### src/rtl/exc_commit_seq.sv
// exc_commit_seq: sequences the side effects of one resolved exception or ERET
// coming out of MEM: CP0 update + full flush (COMMIT), PC redirect with fetch
// handshake (REDIRECT), then a drain window (DRAIN) before the next event.
//
// Optional feature macro: EXC_WATCHDOG_EN
//   defined   : REDIRECT is bounded by REDIRECT_TIMEOUT cycles; expiry sets the
//               sticky redirect_timeout flag and forces IDLE.
//   undefined : REDIRECT waits indefinitely; redirect_timeout is tied to 0.
//
// Ports:
//   clk, rst                      clock, asynchronous active-high reset
//   exc_valid/exc_is_eret/...     resolved event fields from MEM
//   cp0_epc_i                     forwarded EPC (ERET return address)
//   mem_stall                     event present but not yet committable
//   if_ready                      fetch accepts the redirect this cycle
//   flush_*                       pipeline register flushes
//   cp0_*                         CP0 update controls and data
//   pc_redirect_valid/target      redirect request to PC select
//   busy                          sequencer not idle
//   redirect_timeout              sticky watchdog flag
module exc_commit_seq #(
    parameter logic [31:0] EXC_VECTOR   = 32'hBFC00380,
    parameter int unsigned DRAIN_CYCLES = 2
`ifdef EXC_WATCHDOG_EN
    ,
    parameter int unsigned REDIRECT_TIMEOUT = 64
`endif
) (
    input  logic        clk,
    input  logic        rst,
    input  logic        exc_valid,
    input  logic        exc_is_eret,
    input  logic [4:0]  exc_code,
    input  logic        exc_is_delayslot,
    input  logic [31:0] exc_pc,
    input  logic        exc_has_badvaddr,
    input  logic [31:0] exc_badvaddr,
    input  logic [31:0] cp0_epc_i,
    input  logic        mem_stall,
    input  logic        if_ready,
    output logic        flush_ifid,
    output logic        flush_idexe,
    output logic        flush_exemem,
    output logic        flush_memwb,
    output logic        cp0_exc_wr,
    output logic        cp0_exl_clr,
    output logic [31:0] cp0_epc_o,
    output logic        cp0_bd_o,
    output logic [4:0]  cp0_exccode_o,
    output logic        cp0_badvaddr_wr,
    output logic [31:0] cp0_badvaddr_o,
    output logic        pc_redirect_valid,
    output logic [31:0] pc_redirect_target,
    output logic        busy,
    output logic        redirect_timeout
);

    localparam int unsigned DRAIN_W    = (DRAIN_CYCLES > 2) ? $clog2(DRAIN_CYCLES) : 1;
    localparam int unsigned DRAIN_LOAD = (DRAIN_CYCLES > 0) ? DRAIN_CYCLES - 1 : 0;

    typedef enum logic [1:0] {
        S_IDLE,
        S_COMMIT,
        S_REDIRECT,
        S_DRAIN
    } state_t;

    state_t              state, state_d;
    logic [DRAIN_W-1:0]  drain_cnt, drain_cnt_d;
    logic                latch_en;

    // Event fields captured at acceptance
    logic                l_eret, l_ds, l_hb;
    logic [4:0]          l_code;
    logic [31:0]         l_pc, l_bva, l_epc;

`ifdef EXC_WATCHDOG_EN
    localparam int unsigned WD_W = (REDIRECT_TIMEOUT > 1) ? $clog2(REDIRECT_TIMEOUT) : 1;
    logic [WD_W-1:0]     wd_cnt, wd_cnt_d;
    logic                wd_flag, wd_flag_d;
`endif

    // Next-state logic
    always_comb begin
        state_d     = state;
        drain_cnt_d = drain_cnt;
        latch_en    = 1'b0;
`ifdef EXC_WATCHDOG_EN
        wd_cnt_d    = wd_cnt;
        wd_flag_d   = wd_flag;
`endif
        case (state)
            S_IDLE: begin
                if (exc_valid && !mem_stall) begin
                    latch_en = 1'b1;
                    state_d  = S_COMMIT;
                end
            end
            S_COMMIT: begin
                state_d = S_REDIRECT;
`ifdef EXC_WATCHDOG_EN
                wd_cnt_d = '0;
`endif
            end
            S_REDIRECT: begin
                if (if_ready) begin
                    if (DRAIN_CYCLES > 0) begin
                        state_d     = S_DRAIN;
                        drain_cnt_d = DRAIN_W'(DRAIN_LOAD);
                    end else begin
                        state_d = S_IDLE;
                    end
                end
`ifdef EXC_WATCHDOG_EN
                // Counter value k means k+1 REDIRECT cycles have now elapsed
                else if (wd_cnt == WD_W'(REDIRECT_TIMEOUT - 1)) begin
                    wd_flag_d = 1'b1;
                    state_d   = S_IDLE;
                end else begin
                    wd_cnt_d = wd_cnt + WD_W'(1);
                end
`endif
            end
            S_DRAIN: begin
                if (drain_cnt == '0) begin
                    state_d = S_IDLE;
                end else begin
                    drain_cnt_d = drain_cnt - DRAIN_W'(1);
                end
            end
            default: state_d = S_IDLE;
        endcase
    end

    // State and drain counter
    always_ff @(posedge clk or posedge rst) begin
        if (rst) begin
            state     <= S_IDLE;
            drain_cnt <= '0;
        end else begin
            state     <= state_d;
            drain_cnt <= drain_cnt_d;
        end
    end

    // Event capture
    always_ff @(posedge clk or posedge rst) begin
        if (rst) begin
            l_eret <= 1'b0;
            l_ds   <= 1'b0;
            l_hb   <= 1'b0;
            l_code <= '0;
            l_pc   <= '0;
            l_bva  <= '0;
            l_epc  <= '0;
        end else if (latch_en) begin
            l_eret <= exc_is_eret;
            l_ds   <= exc_is_delayslot;
            l_hb   <= exc_has_badvaddr;
            l_code <= exc_code;
            l_pc   <= exc_pc;
            l_bva  <= exc_badvaddr;
            l_epc  <= cp0_epc_i;
        end
    end

`ifdef EXC_WATCHDOG_EN
    // Redirect watchdog
    always_ff @(posedge clk or posedge rst) begin
        if (rst) begin
            wd_cnt  <= '0;
            wd_flag <= 1'b0;
        end else begin
            wd_cnt  <= wd_cnt_d;
            wd_flag <= wd_flag_d;
        end
    end
    assign redirect_timeout = wd_flag;
`else
    assign redirect_timeout = 1'b0;
`endif

    // Moore output decode; everything idles at 0 outside its owning state
    always_comb begin
        flush_ifid         = 1'b0;
        flush_idexe        = 1'b0;
        flush_exemem       = 1'b0;
        flush_memwb        = 1'b0;
        cp0_exc_wr         = 1'b0;
        cp0_exl_clr        = 1'b0;
        cp0_epc_o          = '0;
        cp0_bd_o           = 1'b0;
        cp0_exccode_o      = '0;
        cp0_badvaddr_wr    = 1'b0;
        cp0_badvaddr_o     = '0;
        pc_redirect_valid  = 1'b0;
        pc_redirect_target = '0;
        busy               = (state != S_IDLE);
        case (state)
            S_COMMIT: begin
                flush_ifid   = 1'b1;
                flush_idexe  = 1'b1;
                flush_exemem = 1'b1;
                flush_memwb  = 1'b1;
                if (l_eret) begin
                    cp0_exl_clr = 1'b1;
                end else begin
                    cp0_exc_wr      = 1'b1;
                    // Delay-slot faults restart at the branch
                    cp0_epc_o       = l_ds ? (l_pc - 32'd4) : l_pc;
                    cp0_bd_o        = l_ds;
                    cp0_exccode_o   = l_code;
                    cp0_badvaddr_wr = l_hb;
                    cp0_badvaddr_o  = l_hb ? l_bva : '0;
                end
            end
            S_REDIRECT: begin
                flush_ifid         = 1'b1;
                pc_redirect_valid  = 1'b1;
                pc_redirect_target = l_eret ? l_epc : EXC_VECTOR;
            end
            default: ;
        endcase
    end

endmodule

### config.mk
export PLATFORM = sky130hd
export DESIGN_NAME = exc_commit_seq
export DESIGN_NICKNAME = d
export VERILOG_FILES = /design/src/rtl/exc_commit_seq.sv
export SDC_FILE = /design/constraint.sdc
export NUM_CORES = 1
export LEC_CHECK = 0
export BUFFER_PORTS_ARGS = -buffer_cell sky130_fd_sc_hd__buf_2
export CAP_MARGIN = 10
export CORE_MARGIN = 10
export CORE_UTILIZATION = 53
export DETAILED_ROUTE_END_ITERATION = 16
export PLACE_DENSITY = 0.86
export SYNTH_ARGS = -nofsm -noshare
export SYNTH_HDL_FRONTEND = slang
export SYNTH_SLANG_ARGS = --single-unit
export TNS_END_PERCENT = 1
### constraint.sdc
create_clock -name clk -period 4.5 [get_ports clk]
set_input_delay 0 -clock clk [delete_from_list [all_inputs] [get_ports clk]]
set_output_delay 0 -clock clk [all_outputs]
set_load 0.01 [all_outputs]
==> impl_results.rst, run 1 <==
.. list-table::
   :header-rows: 1

   * - Metric
     - Value
   * - Fraction of synthesized cell area taken by the top area cell type
     - 48.7%
   * - Combined global-route utilization of all metal layers
     - 24.9%
   * - DRC Markers
     - 0
   * - DR pass1 iterations
     - 5
   * - Die X
     - 122 um
   * - Final Hold Fails
     - 0
   * - Layout-stage area growth over the synthesis result
     - 43.3%
   * - Post-synthesis cell count
     - 476
   * - Quantity of gates resized following cts
     - 0
   * - Internal Pwr Total
     - 2.68 mW
   * - Proportion of register bits with asynchronous set or reset after synthesis
     - 100%
   * - Pin count of the biggest net entering global routing
     - 78
   * - Endpoint of the most critical register-to-register path
     - l_pc[3]
   * - Fill cells
     - 612
   * - Number of violations of the max-capacitance limit
     - 0
   * - Critical R2R Launch
     - state[0]
   * - Crit path max fanout
     - 42
   * - Fraction of final layout cells with drive strength greater than 1
     - 45.3%
   * - Switching power
     - ~1.7 mW
   * - Top Ports
     - 221
   * - Core Area
     - 10200 um^2
   * - Max Transition Viols Final
     - 0
   * - Max Buffers Root-to-Sink
     - 2
   * - Sequential cell area in the final layout
     - 2680 um^2
   * - DR iter-0 viols
     - 346
   * - Number of routed nets with antenna violations
     - 0
   * - Chip height
     - ~120 um
   * - Gate power share
     - 42.6%
   * - Initial cell density of the core
     - between 50% and 60%
   * - Sequential power share
     - a little over two fifths
   * - CP Launch Point
     - l_eret
   * - Worst min-delay path category
     - primary input to register
   * - Post-synth EDFFs
     - 0
   * - Synthesized cell area
     - 5500 um^2
   * - Clock tree from TritonCTS
     - built
   * - Run status
     - finished clean
   * - Per-cell via count in the routed design
     - 5.50
   * - Placement Rows
     - 37
   * - RSZ-0062 raised after global routing
     - false
   * - Weighted congestion at the end of routability-driven global placement
     - approximately 0.85
   * - Placed wire-length estimate
     - 11600 um
   * - Final layout net count
     - 893
   * - Number of warnings reported in the yosys synthesis log
     - 0
   * - Clock net sink count
     - roughly 110
   * - Worst reg-to-reg path cell count
     - 6
   * - Slew Limit Headroom
     - 28.1%
   * - Sort of element at the end of the critical path
     - output port
   * - Kind of critical path
     - register to output port
   * - Antenna violations before repair
     - 3
   * - VDD IR max
     - around 0.32 mV
   * - Reg-to-reg slack, setup
     - approximately 1.9 ns
   * - Sequential element share of the synthesized area
     - around half
   * - Termination of the worst setup path
     - cp0_badvaddr_o[29]
   * - Cell depth of the worst setup path
     - 5
   * - Clock edge transition at the registers on the reported setup and hold paths
     - around 0.1 ns
   * - Die outline area
     - 14900 um^2
   * - Setup TNS
     - 0 ns
   * - Post-DR wirelength/cell
     - between 20 and 25 um
   * - Arrival @ worst endpoint
     - 2.95 ns
   * - Standard cell with the maximum stage delay on the critical path
     - sky130_fd_sc_hd__dfrtp_1
   * - First-pass GRT wire length
     - 29200 um
   * - Final critical path time including I/O delays and setup
     - slightly below 3 ns
   * - Slew @ Worst Pin
     - 1.08 ns
   * - Top cells by area in the synthesized netlist
     - sky130_fd_sc_hd__dfrtp_1, sky130_fd_sc_hd__mux2_2, sky130_fd_sc_hd__and3_1
   * - Clock buffer count from CTS
     - 9
   * - Critical Path Start Type
     - register
   * - Worst-case setup margin in the final layout
     - around 1.5 ns
   * - Most area-hungry cell type in the Yosys netlist
     - sky130_fd_sc_hd__dfrtp_1
   * - Max H-tree Level
     - 3
   * - Setup slack after placement
     - 1.88 ns
   * - Cell class contributing the biggest share of worst-path delay
     - buffers and inverters
   * - Worst-path cell chain
     - nand2b_1 > buf_4 > inv_1 > and3_1 > buf_2
   * - Multi-input gate area in the final layout
     - approximately 2600 um^2
   * - Total power density per cell area
     - 561 nW/um^2
   * - Final hold slack
     - 0.158 ns
   * - Layout Skew
     - 0.00968 ns
   * - Crit path buffers/inverters
     - 3
   * - Yosys cell types
     - 45
   * - Library cell used as clock root buffer
     - sky130_fd_sc_hd__clkbuf_8
   * - Post-synthesis sequential element count
     - 107
   * - Required time at the endpoint of the critical path
     - around 4.5 ns
   * - Synth Area per Inst
     - approximately 12 um^2
   * - Via count of the first global-routing pass
     - 5457
   * - Top_reg_cell synth
     - sky130_fd_sc_hd__dfrtp_1
   * - Setup violators final
     - 0
   * - Leak
     - 3.98 nW
   * - Number of nets produced by synthesis
     - 590
   * - Clock latency on the worst-skew pair
     - around 0.37 ns
   * - Clock share of power
     - a little over an eighth
   * - Via count
     - a little over 5000
   * - Critical path's largest stage delay
     - roughly 0.94 ns
   * - Total wirelength of the detailed-routed design
     - roughly 19000 um
   * - Max frequency
     - ~340 MHz
   * - Total global routing overflow
     - 0
   * - Final period utilization
     - 65.6%
   * - Port Buffer Count
     - 219
   * - Switching Fraction
     - 39.4%
-- Yosys cell counts (2+ instances only) --
cell / n
sky130_fd_sc_hd__buf_1: 5
sky130_fd_sc_hd__a21oi_1: 16
sky130_fd_sc_hd__nand4_1: 4
sky130_fd_sc_hd__nand2b_1: 3
sky130_fd_sc_hd__mux2_2: 105
sky130_fd_sc_hd__nor2_1: 20
sky130_fd_sc_hd__buf_4: 3
sky130_fd_sc_hd__o31ai_1: 8
sky130_fd_sc_hd__nor4_2: 3
sky130_fd_sc_hd__and3_1: 52
sky130_fd_sc_hd__nor2b_1: 2
sky130_fd_sc_hd__xnor2_1: 5
sky130_fd_sc_hd__buf_6: 2
sky130_fd_sc_hd__nor3_1: 4
sky130_fd_sc_hd__inv_1: 19
sky130_fd_sc_hd__o21ai_0: 8
sky130_fd_sc_hd__xor2_1: 9
sky130_fd_sc_hd__ha_1: 5
sky130_fd_sc_hd__nand3_1: 2
sky130_fd_sc_hd__buf_2: 7
sky130_fd_sc_hd__or2_2: 3
sky130_fd_sc_hd__dfrtp_1: 107
sky130_fd_sc_hd__and2_1: 11
sky130_fd_sc_hd__clkbuf_1: 17
sky130_fd_sc_hd__nand2_1: 6
sky130_fd_sc_hd__or3_1: 8
sky130_fd_sc_hd__or4_1: 11
sky130_fd_sc_hd__a21boi_0: 12
sky130_fd_sc_hd__nor4_1: 3
-- metrics by stage --
step	util [%]	power, mW	cells	cell area [um^2]
detailed placement	64.7	3.68	798	6620
CTS	77.0	4.36	920	7880
floorplan	-	3.06	476	5500
finish	77.1	4.42	924	7890
global route	77.1	4.71	923	7880
global placement	64.7	3.55	798	6620
-- worst min-delay path by stage --
stage | startpoint | end | slack [ns] | cells past startpoint
3_5_place_dp | rst | l_pc[15] | 0.14 | 2
2_1_floorplan | exc_badvaddr[0] | l_bva[0] | 0.15 | 1
4_1_cts | exc_valid | state[0] | 0.13 | 5
6_report | exc_valid | state[0] | 0.16 | 5
5_1_grt | exc_valid | state[0] | 0.20 | 5
3_3_place_gp | rst | l_pc[13] | 0.12 | 2
-- routing by layer --
layer | up-vias | global-route usage, % | wire length (um)
li1 | 2301 | - | -
met1 | 2476 | 26.5 | 6580
met2 | 257 | 42.6 | 9640
met3 | 49 | 8.74 | 1980
met4 | 0 | 13.2 | 632
met5 | - | 0 | 0
-- what timing repair did --
item,4_1_cts,5_1_grt
endpoints found under the hold margin,156,0
hold buffers,106,0
setup buffers,0,0
-- power groups by stage --
stage | sequential, mW | clock (mW) | combinational, mW
after detailed placement | 1.92 | 0 | 1.76
final | 1.93 | 0.603 | 1.89
after global placement | 1.87 | 0 | 1.69
after CTS | 1.90 | 0.611 | 1.85
after floorplan | 1.73 | 0 | 1.33
after global routing | 2.00 | 0.650 | 2.06
-- kinds of logic (layout without fill, tap and decap cells) --
group,after synthesis,in the layout,share of synthesized area (%)
compound gates,47,47,5.37
simple gates,142,142,16.5
other cells,1,5,0.0681
buf+inv,55,363,4.59
fa+ha+maj,5,5,1.14
flops,107,107,48.7
xor+xnor,14,14,2.23
mux,105,105,21.5
-- layout make-up --
cell class              count  area share, %
diodes                      4          0.127
clock buffers               9           1.57
clock inverters             7          0.968
inverters                  19          0.936
multi-input cells         314           32.7
flip-flops and latches    107           34.0
well taps                 136           2.16
repair buffers            328           27.6
-- cell usage in the layout (no fill, tap or decap), types with 2 or more instances in the layout --
cell,synthesis,routed
sky130_fd_sc_hd__buf_4,3,3
sky130_fd_sc_hd__inv_1,19,18
sky130_fd_sc_hd__clkinvlp_4,0,2
sky130_fd_sc_hd__clkbuf_8,1,9
sky130_fd_sc_hd__buf_2,7,219
sky130_fd_sc_hd__a21boi_0,12,12
sky130_fd_sc_hd__nor3_1,4,4
sky130_fd_sc_hd__xor2_1,9,9
sky130_fd_sc_hd__clkinv_4,0,2
sky130_fd_sc_hd__or4_1,11,11
sky130_fd_sc_hd__nor2_1,20,20
sky130_fd_sc_hd__or3_1,8,8
sky130_fd_sc_hd__nand2_1,6,6
sky130_fd_sc_hd__or2_2,3,2
sky130_fd_sc_hd__xnor2_1,5,5
sky130_fd_sc_hd__dlygate4sd3_1,0,106
sky130_fd_sc_hd__nor4_1,3,3
sky130_fd_sc_hd__ha_1,5,5
sky130_fd_sc_hd__nand3_1,2,2
sky130_fd_sc_hd__o21ai_0,8,8
sky130_fd_sc_hd__nor2b_1,2,2
sky130_fd_sc_hd__mux2_2,105,105
sky130_fd_sc_hd__a21oi_1,16,16
sky130_fd_sc_hd__nand2b_1,3,3
sky130_fd_sc_hd__o31ai_1,8,8
sky130_fd_sc_hd__nand4_1,4,4
sky130_fd_sc_hd__and2_1,11,11
sky130_fd_sc_hd__dfrtp_1,107,107
sky130_fd_sc_hd__nor4_2,3,3
sky130_fd_sc_hd__and3_1,52,52
sky130_fd_sc_hd__diode_2,0,4
-- tightest hold or removal path, cell delays in order --
cell and delay (ns):
sky130_fd_sc_hd__buf_2 0.10, sky130_fd_sc_hd__nand2b_1 0.12, sky130_fd_sc_hd__a221oi_1 0.12, sky130_fd_sc_hd__nor2_1 0.09, sky130_fd_sc_hd__nor2_1 0.05
-- sequential cells by signal (all words and copies together) (netlist names) --
register   flops
state          2
l_pc          32
l_epc         32
drain_cnt      1
l_hb           1
l_code         5
l_ds           1
l_bva         32
l_eret         1
No activity file was read; power rests on OpenSTA's default activity.
==> inputs of run 2 (changes only) <==
--- a/config.mk
+++ b/config.mk
@@ -8,9 +8,9 @@
 export BUFFER_PORTS_ARGS = -buffer_cell sky130_fd_sc_hd__buf_2
 export CAP_MARGIN = 10
 export CORE_MARGIN = 10
-export CORE_UTILIZATION = 53
+export CORE_UTILIZATION = 49
 export DETAILED_ROUTE_END_ITERATION = 16
-export PLACE_DENSITY = 0.86
+export PLACE_DENSITY = 0.81
 export SYNTH_ARGS = -nofsm -noshare
 export SYNTH_HDL_FRONTEND = slang
 export SYNTH_SLANG_ARGS = --single-unit
==> constraint.sdc (replaced) <==
create_clock -name clk -period 3.1 [get_ports clk]
set_input_delay 0 -clock clk [delete_from_list [all_inputs] [get_ports clk]]
set_output_delay 0 -clock clk [all_outputs]
set_load 0.01 [all_outputs]
==> impl_results.rst, run 2 (same netlist as run 1, synthesis figures left out) <==
.. list-table::
   :header-rows: 1

   * - Metric
     - Value
   * - Run status
     - finished clean
   * - Antenna violations before repair
     - 3 (unchanged)
   * - Pin count of the biggest net entering global routing
     - 108 (+38%)
   * - Layout Skew
     - 0.00645 ns (-0.00323 ns)
   * - Clock edge transition at the registers on the reported setup and hold paths
     - 0.07 ns (-0.03 ns)
   * - Total global routing overflow
     - 0 (unchanged)
   * - Slew Limit Headroom
     - 40.2% (+12 points)
   * - Sequential power share
     - 42.3% (-1.4 points)
   * - VDD IR max
     - 0.581 mV (+83%)
   * - Final layout net count
     - 897 (+0.45%)
   * - Clock net sink count
     - 107 (unchanged)
   * - Global Route met1 Usage
     - 24.7% (-1.7 points)
   * - Setup TNS
     - 0 ns (unchanged)
   * - Switching Fraction
     - 38.0% (-1.5 points)
   * - Quantity of gates resized following cts
     - 0 (unchanged)
   * - Max Transition Viols Final
     - 0 (unchanged)
   * - Clock buffer count from CTS
     - 9 (unchanged)
   * - Required time at the endpoint of the critical path
     - 3.10 ns (-1.40 ns)
   * - Clock latency on the worst-skew pair
     - 0.35 ns (-0.02 ns)
   * - Clock tree from TritonCTS
     - built
   * - DR iter-0 viols
     - 524 (+51%)
   * - Number of routed nets with antenna violations
     - 0 (unchanged)
   * - Fraction of final layout cells with drive strength greater than 1
     - 45.4% (+0.082 points)
   * - Via count of the first global-routing pass
     - 5301 (-2.9%)
   * - Global Route met3 Usage
     - 8.39% (-0.35 points)
   * - Max Buffers Root-to-Sink
     - 2 (unchanged)
   * - Core Area
     - 10900 um^2 (+6.9%)
   * - Switching power
     - 2.54 mW (+46%)
   * - Per-cell via count in the routed design
     - 5.36 (-2.5%)
   * - Gate power share
     - 41.0% (-1.6 points)
   * - Critical Path Start Type
     - register
   * - Worst-case setup margin in the final layout
     - 0.430 ns (-1.12 ns)
   * - Total power density per cell area
     - 834 nW/um^2 (+49%)
   * - Final Hold Fails
     - 0 (unchanged)
   * - Crit path max fanout
     - 14 (-67%)
   * - Kind of critical path
     - register to output port
   * - DRC Markers
     - 0 (unchanged)
   * - Setup slack after placement
     - 0.884 ns (-0.997 ns)
   * - Via count
     - 4988 (-1.9%)
   * - Total wirelength of the detailed-routed design
     - 17900 um (-5.2%)
   * - Largest registers
     - l_bva: 32 flops, l_epc: 32 flops, l_pc: 32 flops
   * - Port Buffer Count
     - 219 (unchanged)
   * - Max frequency
     - ~370 MHz
   * - Met2 Use GR
     - 35.7% (-6.8 points)
   * - Most frequent cells in the layout
     - sky130_fd_sc_hd__buf_2, sky130_fd_sc_hd__dfrtp_1, sky130_fd_sc_hd__dlygate4sd3_1, sky130_fd_sc_hd__mux2_2, sky130_fd_sc_hd__and3_1
   * - Slew @ Worst Pin
     - 0.897 ns (-0.181 ns)
   * - Critical path's largest stage delay
     - 0.55 ns (-0.39 ns)
   * - Chip height
     - 126 um (+3.3%)
   * - DR pass1 iterations
     - 5 (unchanged)
   * - Die outline area
     - 15900 um^2 (+6.8%)
   * - Crit path buffers/inverters
     - 1 (-2)
   * - Top Ports
     - 221 (unchanged)
   * - Library cell used as clock root buffer
     - sky130_fd_sc_hd__clkbuf_16
   * - Weighted congestion at the end of routability-driven global placement
     - 0.906 (+6.4%)
   * - Standard cell with the maximum stage delay on the critical path
     - sky130_fd_sc_hd__or4_1
   * - Leak
     - 4.05 nW (+1.7%)
   * - Placed wire-length estimate
     - 11500 um (-0.44%)
   * - Final critical path time including I/O delays and setup
     - 2.67 ns
   * - Post-DR wirelength/cell
     - 19.2 um (-5.8%)
   * - Setup violators final
     - 0 (unchanged)
   * - RSZ-0062 raised after global routing
     - false
   * - Clock share of power
     - 16.7% (+3.1 points)
   * - Internal Pwr Total
     - 4.15 mW (+55%)
   * - Sort of element at the end of the critical path
     - output port
   * - Worst-path cell chain
     - nor4b_2 > nand4_1 > or4_1 > a21oi_1 > buf_2
   * - Cell class contributing the biggest share of worst-path delay
     - simple AND/OR/NAND/NOR gates
   * - Placement Rows
     - 38 (+2.7%)
   * - Layout-stage area growth over the synthesis result
     - 45.9%
   * - Most frequent standard cell in the layout excluding fill and tap cells
     - sky130_fd_sc_hd__buf_2
   * - Die X
     - 126 um (+3.3%)
   * - Max H-tree Level
     - 3 (unchanged)
   * - Final period utilization
     - 86.1%
   * - Number of violations of the max-capacitance limit
     - 0 (unchanged)
   * - Initial cell density of the core
     - 50.3% (-3.5 points)
   * - Worst min-delay path category
     - primary input to register
   * - First-pass GRT wire length
     - 28300 um (-3.0%)
   * - Arrival @ worst endpoint
     - 2.67 ns (-0.28 ns)
   * - Combined global-route utilization of all metal layers
     - 21.7% (-3.1 points)
   * - Peak-usage layer in the global routing report
     - met2
## run 2: cell types whose count changed in the layout (fill, tap and decap cells not counted), moves of 2 or more
cell / before / now
sky130_fd_sc_hd__buf_4: 3 / 5
sky130_fd_sc_hd__clkbuf_16: 0 / 9
sky130_fd_sc_hd__buf_12: 0 / 2
sky130_fd_sc_hd__clkbuf_8: 9 / 0
sky130_fd_sc_hd__clkinv_4: 2 / 0
## run 2: repair_timing
item                      CTS  global route
buffers inserted            0             0
hold endpoints to repair  212             0
hold buffers              106             0
## run 2: power by group through the flow
| stage | Combinational (mW) | Sequential (mW) | Clock (mW) |
|---|---|---|---|
| 3_5_place_dp | 2.59 | 2.80 | 0 |
| 2_1_floorplan | 1.94 | 2.51 | 0 |
| 6_report | 2.74 | 2.83 | 1.12 |
| 5_1_grt | 3.00 | 2.92 | 1.20 |
| 3_3_place_gp | 2.49 | 2.73 | 0 |
| 4_1_cts | 2.70 | 2.78 | 1.14 |
## run 2: worst paths after layout
path | from | endpoint | slack (ns) | cells after the start
min in group asynchronous | rst | l_pc[24] | 0.29 | 4
worst min-delay path | exc_valid | state[1] | 0.14 | 5
max in group asynchronous | rst | l_pc[23] | 2.32 | 4
worst max register to register | state[0] | l_bva[1] | 1.13 | 6
worst min register to register | l_epc[5] | l_epc[5] | 0.50 | 1
worst max-delay path | l_pc[6] | cp0_epc_o[27] | 0.43 | 5
## run 2: worst register-to-register path, stage by stage, from the launching register on
cell	delay, ns
sky130_fd_sc_hd__dfrtp_1	0.41
sky130_fd_sc_hd__inv_1	0.08
sky130_fd_sc_hd__ha_1	0.23
sky130_fd_sc_hd__inv_1	0.08
sky130_fd_sc_hd__or2_4	0.30
sky130_fd_sc_hd__buf_4	0.37
sky130_fd_sc_hd__mux2_2	0.39
## run 2: stage by stage
| stage | hold WS [ns] | instance area, um^2 | total power, mW | utilization (%) | instances |
|---|---|---|---|---|---|
| after detailed placement | 0.190 | 6680 | 5.39 | 61.0 | 806 |
| after CTS | 0.135 | 8020 | 6.62 | 73.3 | 927 |
| after global placement | 0.181 | 6680 | 5.22 | 61.0 | 806 |
| after floorplan | 0.151 | 5500 | 4.45 | - | 476 |
| final | 0.145 | 8030 | 6.69 | 73.4 | 930 |
| after global routing | 0.193 | 8030 | 7.12 | 73.4 | 930 |
## run 2: metal layers
layer | vias up | wire (um)
li1 | 2312 | -
met4 | 0 | 377
met2 | 273 | 8740
met3 | 33 | 1850
met1 | 2370 | 6880
met5 | - | 0
## run 2: final cells by class
type / instances / area, um^2
repair buffers: 332 / 2230
clock inverters: 5 / 55.1
multi-input cells: 314 / 2570
inverters: 19 / 73.8
diodes: 3 / 7.51
clock buffers: 10 / 229
fillers: 708 / 2910
flip-flops and latches: 107 / 2680
well taps: 140 / 175
==> inputs of run 3 (changes only) <==
--- a/config.mk
+++ b/config.mk
@@ -7,6 +7,7 @@
 export LEC_CHECK = 0
 export BUFFER_PORTS_ARGS = -buffer_cell sky130_fd_sc_hd__buf_2
 export CAP_MARGIN = 10
+export CORE_ASPECT_RATIO = 1.2
 export CORE_MARGIN = 10
 export CORE_UTILIZATION = 49
 export DETAILED_ROUTE_END_ITERATION = 16
==> impl_results.rst, run 3 (same netlist as run 1, synthesis figures left out) <==
.. list-table::
   :header-rows: 1

   * - Metric
     - Value
   * - Run status
     - finished clean
   * - Hold-critical path depth
     - 5 (unchanged)
   * - Final layout net count
     - 894 (-0.33%)
   * - Total routed wire length on the met1 layer
     - 6000 um (-13%)
   * - Number of routed nets with antenna violations
     - 0 (unchanged)
   * - Critical Path Start Type
     - register
   * - Chip height
     - 136 um (+8.0%)
   * - Clock tree from TritonCTS
     - built
   * - Via count of the first global-routing pass
     - 5214 (-1.6%)
   * - Weighted congestion at the end of routability-driven global placement
     - 0.873 (-3.7%)
   * - Total power density per cell area
     - 828 nW/um^2 (-0.63%)
   * - Worst Min Path Start
     - exc_valid
   * - Top Ports
     - 221 (unchanged)
   * - Max Transition Viols Final
     - 0 (unchanged)
   * - Die outline area
     - 15900 um^2 (+0.11%)
   * - Fraction of final layout cells with drive strength greater than 1
     - 45.4% (about the same)
   * - Combined global-route utilization of all metal layers
     - 20.6% (-1.1 points)
   * - Number of violations of the max-capacitance limit
     - 0 (unchanged)
   * - Final period utilization
     - 87.6% (+1.4 points)
   * - Worst min-delay path category
     - primary input to register
   * - Standard cell with the maximum stage delay on the critical path
     - sky130_fd_sc_hd__nor4_2
   * - First-pass GRT wire length
     - 26200 um (-7.4%)
   * - Final Hold Fails
     - 0 (unchanged)
   * - Worst-path cell chain
     - nor4_2 > nand4_1 > or4_1 > a21oi_1 > buf_2
   * - Max H-tree Level
     - 3 (unchanged)
   * - Kind of critical path
     - register to output port
   * - Endpoint of the most critical register-to-register path
     - l_bva[27]
   * - Number of buffers inserted to repair setup after CTS
     - 0 (unchanged)
   * - Leak
     - 4.06 nW (about the same)
   * - Via count
     - 4926 (-1.2%)
   * - Reg-to-reg slack, setup
     - 1.17 ns (+0.04 ns)
   * - DR pass1 iterations
     - 4 (-1)
   * - Clock net sink count
     - 107 (unchanged)
   * - Most frequent cells in the layout
     - sky130_fd_sc_hd__buf_2, sky130_fd_sc_hd__dfrtp_1, sky130_fd_sc_hd__dlygate4sd3_1, sky130_fd_sc_hd__mux2_2, sky130_fd_sc_hd__and3_1
   * - Layout Skew
     - 0.0105 ns (+0.00404 ns)
   * - Total global routing overflow
     - 0 (unchanged)
   * - Critical R2R Launch
     - state[0]
   * - Setup TNS
     - 0 ns (unchanged)
   * - Per-cell via count in the routed design
     - 5.34 (-0.39%)
   * - Post-DR wirelength/cell
     - 18.3 um (-4.8%)
   * - Sort of element at the end of the critical path
     - output port
   * - Worst Hold Path EP
     - state[1]
   * - Arrival @ worst endpoint
     - 2.71 ns (+0.04 ns)
   * - Highest metal layer used by the detailed router
     - met4
   * - Layout-stage area growth over the synthesis result
     - 45.9% (about the same)
   * - Clock edge transition at the registers on the reported setup and hold paths
     - 0.08 ns (about the same)
   * - Number of buffers added to fix hold violations after cts
     - 106 (unchanged)
   * - Antenna violations before repair
     - 3 (unchanged)
   * - Critical path's largest stage delay
     - 0.54 ns (about the same)
   * - VDD IR max
     - 0.411 mV (-29%)
   * - Pin count of the biggest net entering global routing
     - 105 (-2.8%)
   * - Quantity of gates resized following cts
     - 0 (unchanged)
   * - Slew @ Worst Pin
     - 1.07 ns (+0.169 ns)
   * - Most frequent standard cell in the layout excluding fill and tap cells
     - sky130_fd_sc_hd__buf_2
   * - Library cell used as clock root buffer
     - sky130_fd_sc_hd__clkbuf_16
   * - Die X
     - 117 um (-7.3%)
   * - Setup violators final
     - 0 (unchanged)
   * - Met2 routed wirelength
     - 8850 um (+1.2%)
   * - Core Area
     - 11000 um^2 (+0.92%)
   * - Final critical path time including I/O delays and setup
     - 2.71 ns (+0.0445 ns)
   * - Share of the core filled with cells in the final layout
     - 72.8% (-0.65 points)
   * - Clock latency on the worst-skew pair
     - 0.34 ns (about the same)
   * - DR iter-0 viols
     - 337 (-36%)
   * - DRC Markers
     - 0 (unchanged)
   * - Slew Limit Headroom
     - 28.8% (-11 points)
   * - Placement Rows
     - 42 (+11%)
   * - Crit path buffers/inverters
     - 1 (unchanged)
   * - Clock buffer count from CTS
     - 9 (unchanged)
   * - Initial cell density of the core
     - 49.9% (-0.46 points)
   * - Max Buffers Root-to-Sink
     - 2 (unchanged)
   * - Port Buffer Count
     - 219 (unchanged)
   * - RSZ-0062 raised after global routing
     - false
   * - Cell class contributing the biggest share of worst-path delay
     - simple AND/OR/NAND/NOR gates
   * - Placed wire-length estimate
     - 11100 um (-4.0%)
   * - Total wirelength of the detailed-routed design
     - 16800 um (-5.6%)
   * - Largest registers
     - l_bva: 32 flops, l_epc: 32 flops, l_pc: 32 flops
   * - Crit path max fanout
     - 14 (unchanged)
   * - Required time at the endpoint of the critical path
     - 3.10 ns (about the same)
   * - Met3 WL post-DR
     - 1560 um (-16%)
   * - Worst reg-to-reg path cell count
     - 6 (unchanged)
   * - Max frequency
     - 368 MHz (-1.6%)
-- run 3: per-stage QoR --
stage / total power, mW / worst slack [ns] / hold slack (ns) / instance area, um^2 / std cells
finish: 6.65 / 0.385 / 0.207 / 8030 / 922
global route: 7.10 / 0.212 / 0.289 / 8020 / 920
CTS: 6.66 / 0.413 / 0.192 / 8020 / 917
detailed placement: 5.35 / 0.803 / 0.176 / 6640 / 795
global placement: 5.20 / 0.876 / 0.167 / 6640 / 795
floorplan: 4.45 / 0.283 / 0.151 / 5500 / 476
-- run 3: worst max path at each step --
stage            start       endpoint  slack (ns)  depth (start not counted)
4_1_cts        l_pc[2]  cp0_epc_o[30]        0.41                          7
3_5_place_dp   l_pc[2]  cp0_epc_o[30]        0.80                          7
5_1_grt        l_pc[8]  cp0_epc_o[25]        0.21                          5
3_3_place_gp   l_pc[2]  cp0_epc_o[30]        0.88                          7
2_1_floorplan      rst      drain_cnt        0.28                          1
6_report       l_pc[8]  cp0_epc_o[25]        0.39                          5
-- run 3: report_power, final --
group / internal [mW] / leakage, nW / switching [mW]
sequential: 2.11 / 1.27 / 0.688
clock: 0.674 / 0.152 / 0.509
combinational: 1.41 / 2.63 / 1.26
-- run 3: cell type report --
class	count	area [um^2]
Sequential cell	107	2680
Fill cell	729	3010
Clock inverter	5	60.1
Inverter	19	73.8
Clock buffer	11	253
Antenna cell	5	12.5
Tap cell	132	165
Timing Repair Buffer	329	2210
Multi-Input combinational cell	314	2570
-- run 3: worst reg2reg max path, delay by kind of cell, from the launching register on --
kind / cells / cell delay, ns
adders and majority gates: 1 / 0.23
DFF: 1 / 0.40
and+or+nand+nor: 1 / 0.12
muxes: 1 / 0.49
buffers and inverters: 3 / 0.58
-- run 3: per-layer routing --
layer	up-vias	GRT usage, %
met5	-	0
met4	0	9.90
met3	39	6.66
met2	208	36.2
met1	2379	21.6
li1	2300	-
